File: src/rtl/psum_acc.sv
// Partial-sum accumulation buffer: per-pixel signed accumulation with saturation,
// feeding a small valid/ready output FIFO under a credit-based input throttle.
module psum_acc #(
    parameter int DW_PSUM     = 24,
    parameter int DW_OFM      = 32,
    parameter int AW          = 6,
    parameter int OFIFO_DEPTH = 4
) (
    input  logic                     clk,
    input  logic                     rst_n,
    input  logic                     in_valid,
    output logic                     in_ready,
    input  logic                     in_first,
    input  logic                     in_last,
    input  logic [AW-1:0]            in_addr,
    input  logic signed [DW_PSUM-1:0] in_data,
    output logic                     out_valid,
    input  logic                     out_ready,
    output logic signed [DW_OFM-1:0] out_data,
    output logic [AW-1:0]            out_addr,
    output logic                     ovf_sticky
);

    localparam int PW = $clog2(OFIFO_DEPTH);
    localparam int CW = PW + 1;
    localparam int SW = DW_OFM + 1;
    localparam logic [DW_OFM-1:0] SAT_MAX = {1'b0, {(DW_OFM-1){1'b1}}};
    localparam logic [DW_OFM-1:0] SAT_MIN = {1'b1, {(DW_OFM-1){1'b0}}};

    // Stage A registers
    logic                      va_q;
    logic                      a_first_q;
    logic                      a_last_q;
    logic [AW-1:0]             a_addr_q;
    logic [DW_PSUM-1:0]        a_data_q;

    logic [DW_OFM-1:0]         mem_q [2**AW];
    logic [DW_OFM-1:0]         rd_raw_q;
    logic [DW_OFM-1:0]         fwd_sum_q;
    logic                      fwd_q;

    logic [DW_OFM-1:0]         fifo_data_q [OFIFO_DEPTH];
    logic [AW-1:0]             fifo_addr_q [OFIFO_DEPTH];
    logic [PW-1:0]             wr_ptr_q, rd_ptr_q;
    logic [CW-1:0]             count_q, count_d;
    logic                      ovf_q;

    logic                      acc_w, push_w, pop_w, sat_d;
    logic [DW_OFM-1:0]         rd_w, sum_d;
    logic [SW-1:0]             wide_w;
    logic [CW:0]               credit_w;

    assign acc_w  = in_valid && in_ready;
    assign push_w = va_q && a_last_q;
    assign pop_w  = out_valid && out_ready;

    // Credits cover results already queued plus the beat still in the pipeline.
    assign credit_w = {1'b0, count_q} + (CW+1)'(va_q);
    assign in_ready = credit_w < (CW+1)'(OFIFO_DEPTH);

    always_comb begin
        rd_w   = fwd_q ? fwd_sum_q : rd_raw_q;
        wide_w = {rd_w[DW_OFM-1], rd_w} + {{(SW-DW_PSUM){a_data_q[DW_PSUM-1]}}, a_data_q};
        sat_d  = 1'b0;
        sum_d  = wide_w[DW_OFM-1:0];
        if (a_first_q) begin
            sum_d = {{(DW_OFM-DW_PSUM){a_data_q[DW_PSUM-1]}}, a_data_q};
        end else if (wide_w[SW-1] != wide_w[SW-2]) begin
            sat_d = 1'b1;
            sum_d = wide_w[SW-1] ? SAT_MIN : SAT_MAX;
        end
    end

    always_comb begin
        count_d = count_q;
        case ({push_w, pop_w})
            2'b10:   count_d = count_q + CW'(1);
            2'b01:   count_d = count_q - CW'(1);
            default: count_d = count_q;
        endcase
    end

    // Accumulation buffer: registered read, write-back from stage B.
    always_ff @(posedge clk) begin
        if (rst_n && va_q) begin
            mem_q[a_addr_q] <= sum_d;
        end
        rd_raw_q  <= mem_q[in_addr];
        fwd_sum_q <= sum_d;
    end

    always_ff @(posedge clk) begin
        if (acc_w) begin
            a_first_q <= in_first;
            a_last_q  <= in_last;
            a_addr_q  <= in_addr;
            a_data_q  <= in_data;
        end
    end

    always_ff @(posedge clk) begin
        if (!rst_n) begin
            va_q     <= 1'b0;
            fwd_q    <= 1'b0;
            wr_ptr_q <= '0;
            rd_ptr_q <= '0;
            count_q  <= '0;
            ovf_q    <= 1'b0;
        end else begin
            va_q    <= acc_w;
            // Stage B writes this address on the same edge the new read samples memory.
            fwd_q   <= va_q && (a_addr_q == in_addr);
            count_q <= count_d;
            if (push_w) wr_ptr_q <= wr_ptr_q + PW'(1);
            if (pop_w)  rd_ptr_q <= rd_ptr_q + PW'(1);
            if (va_q && sat_d) ovf_q <= 1'b1;
        end
    end

    genvar gi;
    generate
        for (gi = 0; gi < OFIFO_DEPTH; gi++) begin : g_fifo
            always_ff @(posedge clk) begin
                if (push_w && (wr_ptr_q == PW'(gi))) begin
                    fifo_data_q[gi] <= sum_d;
                    fifo_addr_q[gi] <= a_addr_q;
                end
            end
        end
    endgenerate

    assign out_valid  = (count_q != '0);
    assign out_data   = out_valid ? fifo_data_q[rd_ptr_q] : '0;
    assign out_addr   = out_valid ? fifo_addr_q[rd_ptr_q] : '0;
    assign ovf_sticky = ovf_q;

endmodule

File: config.mk
export PLATFORM = sky130hd
export DESIGN_NAME = psum_acc
export DESIGN_NICKNAME = d
export VERILOG_FILES = /design/src/rtl/psum_acc.sv
export SDC_FILE = /design/constraint.sdc
export NUM_CORES = 2
export LEC_CHECK = 0
export ABC_AREA = 1
export CAP_MARGIN = 25
export CORE_UTILIZATION = 40
export CTS_CLUSTER_SIZE = 10
export DETAILED_ROUTE_END_ITERATION = 6
export GPL_TIMING_DRIVEN = 0
export SLEW_MARGIN = 25
export SYNTH_ARGS = -nofsm -noshare
export SYNTH_HDL_FRONTEND = slang
export SYNTH_SLANG_ARGS = --single-unit
File: constraint.sdc
create_clock -name clk -period 7.15 [get_ports clk]
set_input_delay 1.0725 -clock clk [delete_from_list [all_inputs] [get_ports clk]]
set_output_delay 1.0725 -clock clk [all_outputs]
set_load 0.005 [all_outputs]
After elaboration in Yosys (flattened, before gate mapping)
Memory sizes are Yosys's and may differ from the RTL's. A register that Yosys moved wholly into a read port is not among the register bits. Index checks and enable logic that the tools add are counted.

Register bits: 74. Bits in writable memories: 2200. Output and inout port bits: 41. Memories kept: 3.

Memory list: mem_q (depth 64, bits a word 32, rd ports 1, clocked after memory_dff 1, wr ports 1, line 37) `logic [DW_OFM-1:0] mem_q [2**AW];`; fifo_data_q (depth 4, bits a word 32, rd ports 1, clocked after memory_dff 1, wr ports 1, line 42) `logic [DW_OFM-1:0] fifo_data_q [OFIFO_DEPTH];`; fifo_addr_q (depth 4, bits a word 6, rd ports 1, clocked after memory_dff 1, wr ports 1, line 43) `logic [AW-1:0] fifo_addr_q [OFIFO_DEPTH];`.

Add/subtract/negate cells: 6. Order comparisons: 1. Equality and inequality tests: 7. Multiplexer cells: 41. Reductions and logical operators: 19.

Operator list (count): 2-to-1 mux 32 bit (8); OR reduction 32 bit (3); adder 32 x 24 -> 33 bit (1); 2-to-1 mux 6 bit (4); 2-to-1 mux 2 bit (10); 2-to-1 mux 1 bit (18); OR reduction 6 bit (3); logical AND 1 bit (10); equality test 2 bit (second input constant) (3); equality test 6 bit (1); one-hot mux 3 bit (2 select lines) (1); adder 2 x 1 -> 2 bit (second input constant) (2); adder 3 x 1 -> 4 bit (1); equality test 2 x 1 -> 1 bit (second input constant) (2); less-than comparator 4 x 3 -> 1 bit (second input constant) (1); adder 3 x 1 -> 3 bit (second input constant) (1); nonzero test 3 bit (1); subtractor 3 x 1 -> 3 bit (second input constant) (1); zero test 2 bit (1); nonzero test 2 bit (1); != test 1 bit (1).

Longest topological paths before layout
Depth in word-level cells: 8. Gate-level depth with buffers: 20.

Worst setup path after synthesis
No wires, ideal clock.

Path kind: register to register. From: register fwd_q. To: memory fifo_data_q[0][29], data pin. Data arrival time: 4.510 ns. Setup slack: 2.065 ns. Cell stages (with the launch flop): 17. Clock period less this slack: 5.085 ns. Path through: dfxtp_1 clkbuf_1 clkbuf_1 mux2_2 ha_1 nand2_1 inv_1 a21oi_1 nand2_1 a21oi_1 nand2_1 nand2_1 nand2_1 nand2_2 buf_4 nand3_1 a21oi_1.

Longest elaborated chain between the ends: 8.

RTL lines: start: declaration (line 40) `logic fwd_q;`; start signal: assignment (line 112) `fwd_q <= va_q && (a_addr_q == in_addr);`; 2-to-1 mux 32 bit (*) (line 62) `rd_w = fwd_q ? fwd_sum_q : rd_raw_q;`; adder 32 x 24 -> 33 bit (*) (line 63) `wide_w = {rd_w[DW_OFM-1], rd_w} + {{(SW-DW_PSUM){a_data_q[DW_PSUM-1]}}, a_data_q};`; 2-to-1 mux 32 bit or != test 1 bit (tied branches) (line 70, 68); 2-to-1 mux 32 bit (*) (line 68) `end else if (wide_w[SW-1] != wide_w[SW-2]) begin`; 2-to-1 mux 32 bit (*) (line 66) `if (a_first_q) begin`; named net sum_d[29] (line 49) `logic [DW_OFM-1:0] rd_w, sum_d;`; 2-to-1 mux 32 bit (no source line) (2 in series); 2-to-1 mux 32 bit (no source line) (*); end: declaration (line 42).

The timed path passes the listed nets; every way through them passes the cells marked *.

==> flow_metrics.tcl <==
set metrics [dict create \
    syn_nets 7326 \
    die_y_um 481 \
    end_kind "flop" \
    crit_fanout 10 \
    p_leak_nw 36.8 \
    fp-row-count 175 \
    ctsResizeCount 0 \
    ant_nets 0 \
    hold_viol 0 \
    globalplace.congestion 0.972 \
    via_per_inst 6.25 \
    seq_area_frac_synth_pct 74.6 \
    synth_area_per_cell_um2 12.7 \
    p_per_area_nw_per_um2 298 \
    wl_per_cell_um 34.2 \
    violations "DRC" \
    cts_tree "yes" \
    synth_compound_area_share_pct 11.6 \
    layout_common_cells "edfxtp_1 (2232), nor2_1 (1364), o21ai_0 (1160), o22ai_1 (567), nand2_1 (536)" \
    drv_slew 0 \
    timing.final.crit_period_ns 5.17 \
    clkSlewWorstSetupHoldPaths_ns 0.05 \
    io_pins 77 \
    worst_hold_path_type "flop to flop" \
    hold_buffers 0 \
    grt_pass1_wl_mm 507 \
    final_common_cell "edfxtp_1" \
    timing.final.crit_share_pct 72.4 \
    relSlewSlack_pct 19.8 \
    grt-ovfl-total 0 \
    ir_worst_vdd_uv 273 \
    fmax_mhz 193 \
    finClkSkew_ns 0.0784 \
    synthAdderAreaFrac_pct 0.547 \
    critPathLaunchType "input pin" \
    path_class "input pin to flop" \
    area_delta_synth_final_pct 21.7 \
    cap_violations 0 \
    cts_setup_buffers 0 \
    holdPathStages 2 \
    cts_buffer_depth 4 \
    postSynthCellCount 7251 \
    finalWirelength_mm 376 \
    numPortBuffers 76 \
    rr_worst_depth 21 \
    cp.required_ns 7.92 \
    dr_total_vias 68704 \
    ys_types 42 \
    utilization_pct 49.1 \
    synth_xor_area_share_pct 0.210 \
    clkSinkCount 2308 \
    setup_tns_ns 0 \
    synthFlopType "edfxtp_1" \
    die_width_um 481 \
    muxShareOfSynthArea_pct 0.380 \
    drc 28 \
    synth_edf_count 2232 \
    drive_above_1_share_pct 11.6 \
    coreArea_um2 228000 \
    critPathLaunch "in_addr[1]" \
    drt-pass1-iter-count 7 \
    rsz0062_at_grt "false" \
    nets 7965 \
    grt_pass1_vias 63798 \
    worstHoldStart "rd_ptr_q[1]$_SDFFE_PN0P_" \
    synth_simple_gate_area_share_pct 9.81 \
    die_area_um2 232000 \
    gr-usage-all-layers_pct 31.8 \
    synth_seq_cells 2308 \
    async_reset_ff_share_pct 0 \
    h-tree-depth 5 \
    status "finished with violations" \
    dp_hpwl_mm 266 \
    clk_latency_ns 0.99 \
    synth_top_family_by_area "compound AO/OA/AOI/OAI gates" \
    r2r_start "fwd_q$_SDFF_PN0_" \
    cts_root_buffer "clkbuf_16" \
    grt_max_degree 33 \
    ys_warn_count 0 \
    crit_arrival_ns 5.94 \
    start_util_pct 40.3 \
    synth.cell_area_um2 91900 \
    tightest_slew_ns 1.20 \
    cts_inserted_buffers 286 \
    antenna_found_initial 37 \
    setup_viol 0 \
    detailedRoute.firstIterationViolations 11953 \
]
layout make-up:
type / instances / area, µm²
well taps: 3009 / 3760
diodes: 12 / 30.0
clock inverters: 16 / 119
flip-flops and latches: 2308 / 68500
multi-input cells: 4360 / 21600
fillers: 19340 / 116000
clock buffers: 346 / 7520
inverters: 97 / 368
repair buffers: 351 / 7650
plain buffers: 486 / 2250
cells by family (layout without fill, tap and decap cells):
group           after synthesis  count (layout)
xor+xnor                     22              22
flops                      2308            2308
fa+ha+maj                    39              39
buf+inv                     583            1296
mux                          31              31
simple gates               2283            2283
other cells                   0              12
compound gates             1985            1985
sequential cells by signal (all words and copies together) (netlist names), named ones only:
signal / flops
fwd_sum_q: 32
mem_q: 2048
fwd_q: 1
wr_ptr_q: 2
va_q: 1
a_first_q: 1
rd_raw_q: 32
fifo_addr_q: 24
a_addr_q: 6
a_last_q: 1
fifo_data_q: 128
ovf_sticky: 1
count_q: 3
rd_ptr_q: 2
a_data_q: 24
through the flow:
step | setup WS, ns | total power, mW | hold slack (ns) | instances | area (µm²)
after floorplan | 2.07 | 18.0 | 0.436 | 7251 | 91900
after global placement | -3.74 | 20.1 | 0.442 | 10336 | 96400
after detailed placement | 1.44 | 20.8 | 0.445 | 10608 | 104000
after CTS | 2.11 | 33.1 | 0.453 | 10970 | 112000
after global routing | 1.84 | 33.9 | 0.492 | 10974 | 112000
final | 1.98 | 33.3 | 0.451 | 10985 | 112000
cells in the mapped netlist (4+ instances only):
| cell | number | area share [%] |
|---|---|---|
| buf_4 | 36 | 0.29 |
| nand3_1 | 256 | 1.4 |
| a21oi_1 | 133 | 0.72 |
| nand2_1 | 536 | 2.2 |
| dfxtp_1 | 76 | 1.7 |
| o21ai_1 | 108 | 0.59 |
| nor2_1 | 1433 | 5.9 |
| xor2_1 | 17 | 0.16 |
| buf_6 | 12 | 0.15 |
| o21ai_0 | 1160 | 6.3 |
| nand4_1 | 11 | 0.075 |
| clkbuf_1 | 263 | 1.1 |
| ha_1 | 37 | 0.50 |
| xnor2_1 | 5 | 0.048 |
| mux2_2 | 31 | 0.38 |
| or2_1 | 5 | 0.034 |
| buf_2 | 137 | 0.75 |
| inv_1 | 92 | 0.38 |
| clkbuf_2 | 4 | 0.022 |
| o22ai_1 | 567 | 3.9 |
| buf_1 | 33 | 0.13 |
| o21a_1 | 4 | 0.033 |
| nor3_1 | 19 | 0.10 |
| and2_1 | 8 | 0.054 |
| edfxtp_1 | 2232 | 73 |
| nand3b_1 | 7 | 0.057 |
| nand2_2 | 4 | 0.027 |
| o21bai_1 | 7 | 0.057 |
power breakdown:
group / internal (mW) / switching (mW) / total (mW) / leakage [nW]
logic: 1.50 / 3.41 / 4.91 / 12.4
registers: 15.8 / 0.0642 / 15.8 / 20.6
clock network: 7.33 / 5.30 / 12.6 / 3.73
critical path, cell delays in order:
cell and delay [ns]:
clkdlybuf4s50_1 0.68, buf_4 0.39, clkinv_2 0.33, buf_2 0.58, clkbuf_1 0.61, o21ai_0 0.18, o22ai_1 0.17, nor2_1 0.14
o22ai_1 0.69, o21ai_0 0.29, o21ai_1 0.76
path summary, 6_finish.rpt:
path         slack [ns]                     to
max                1.98    rd_raw_q[3]$_DFF_P_
min                0.45                   flop
max reg2reg        2.00  mem_q[0][4]$_DFFE_PP_
min reg2reg        0.45                   flop
per-layer routing:
layer,part of all wire [%],global-route usage (%)
met5,0.031,0
met4,7.6,20.4
met3,15,10.3
met2,42,46.3
met1,35,40.7
(Power assumes the default switching activity.)
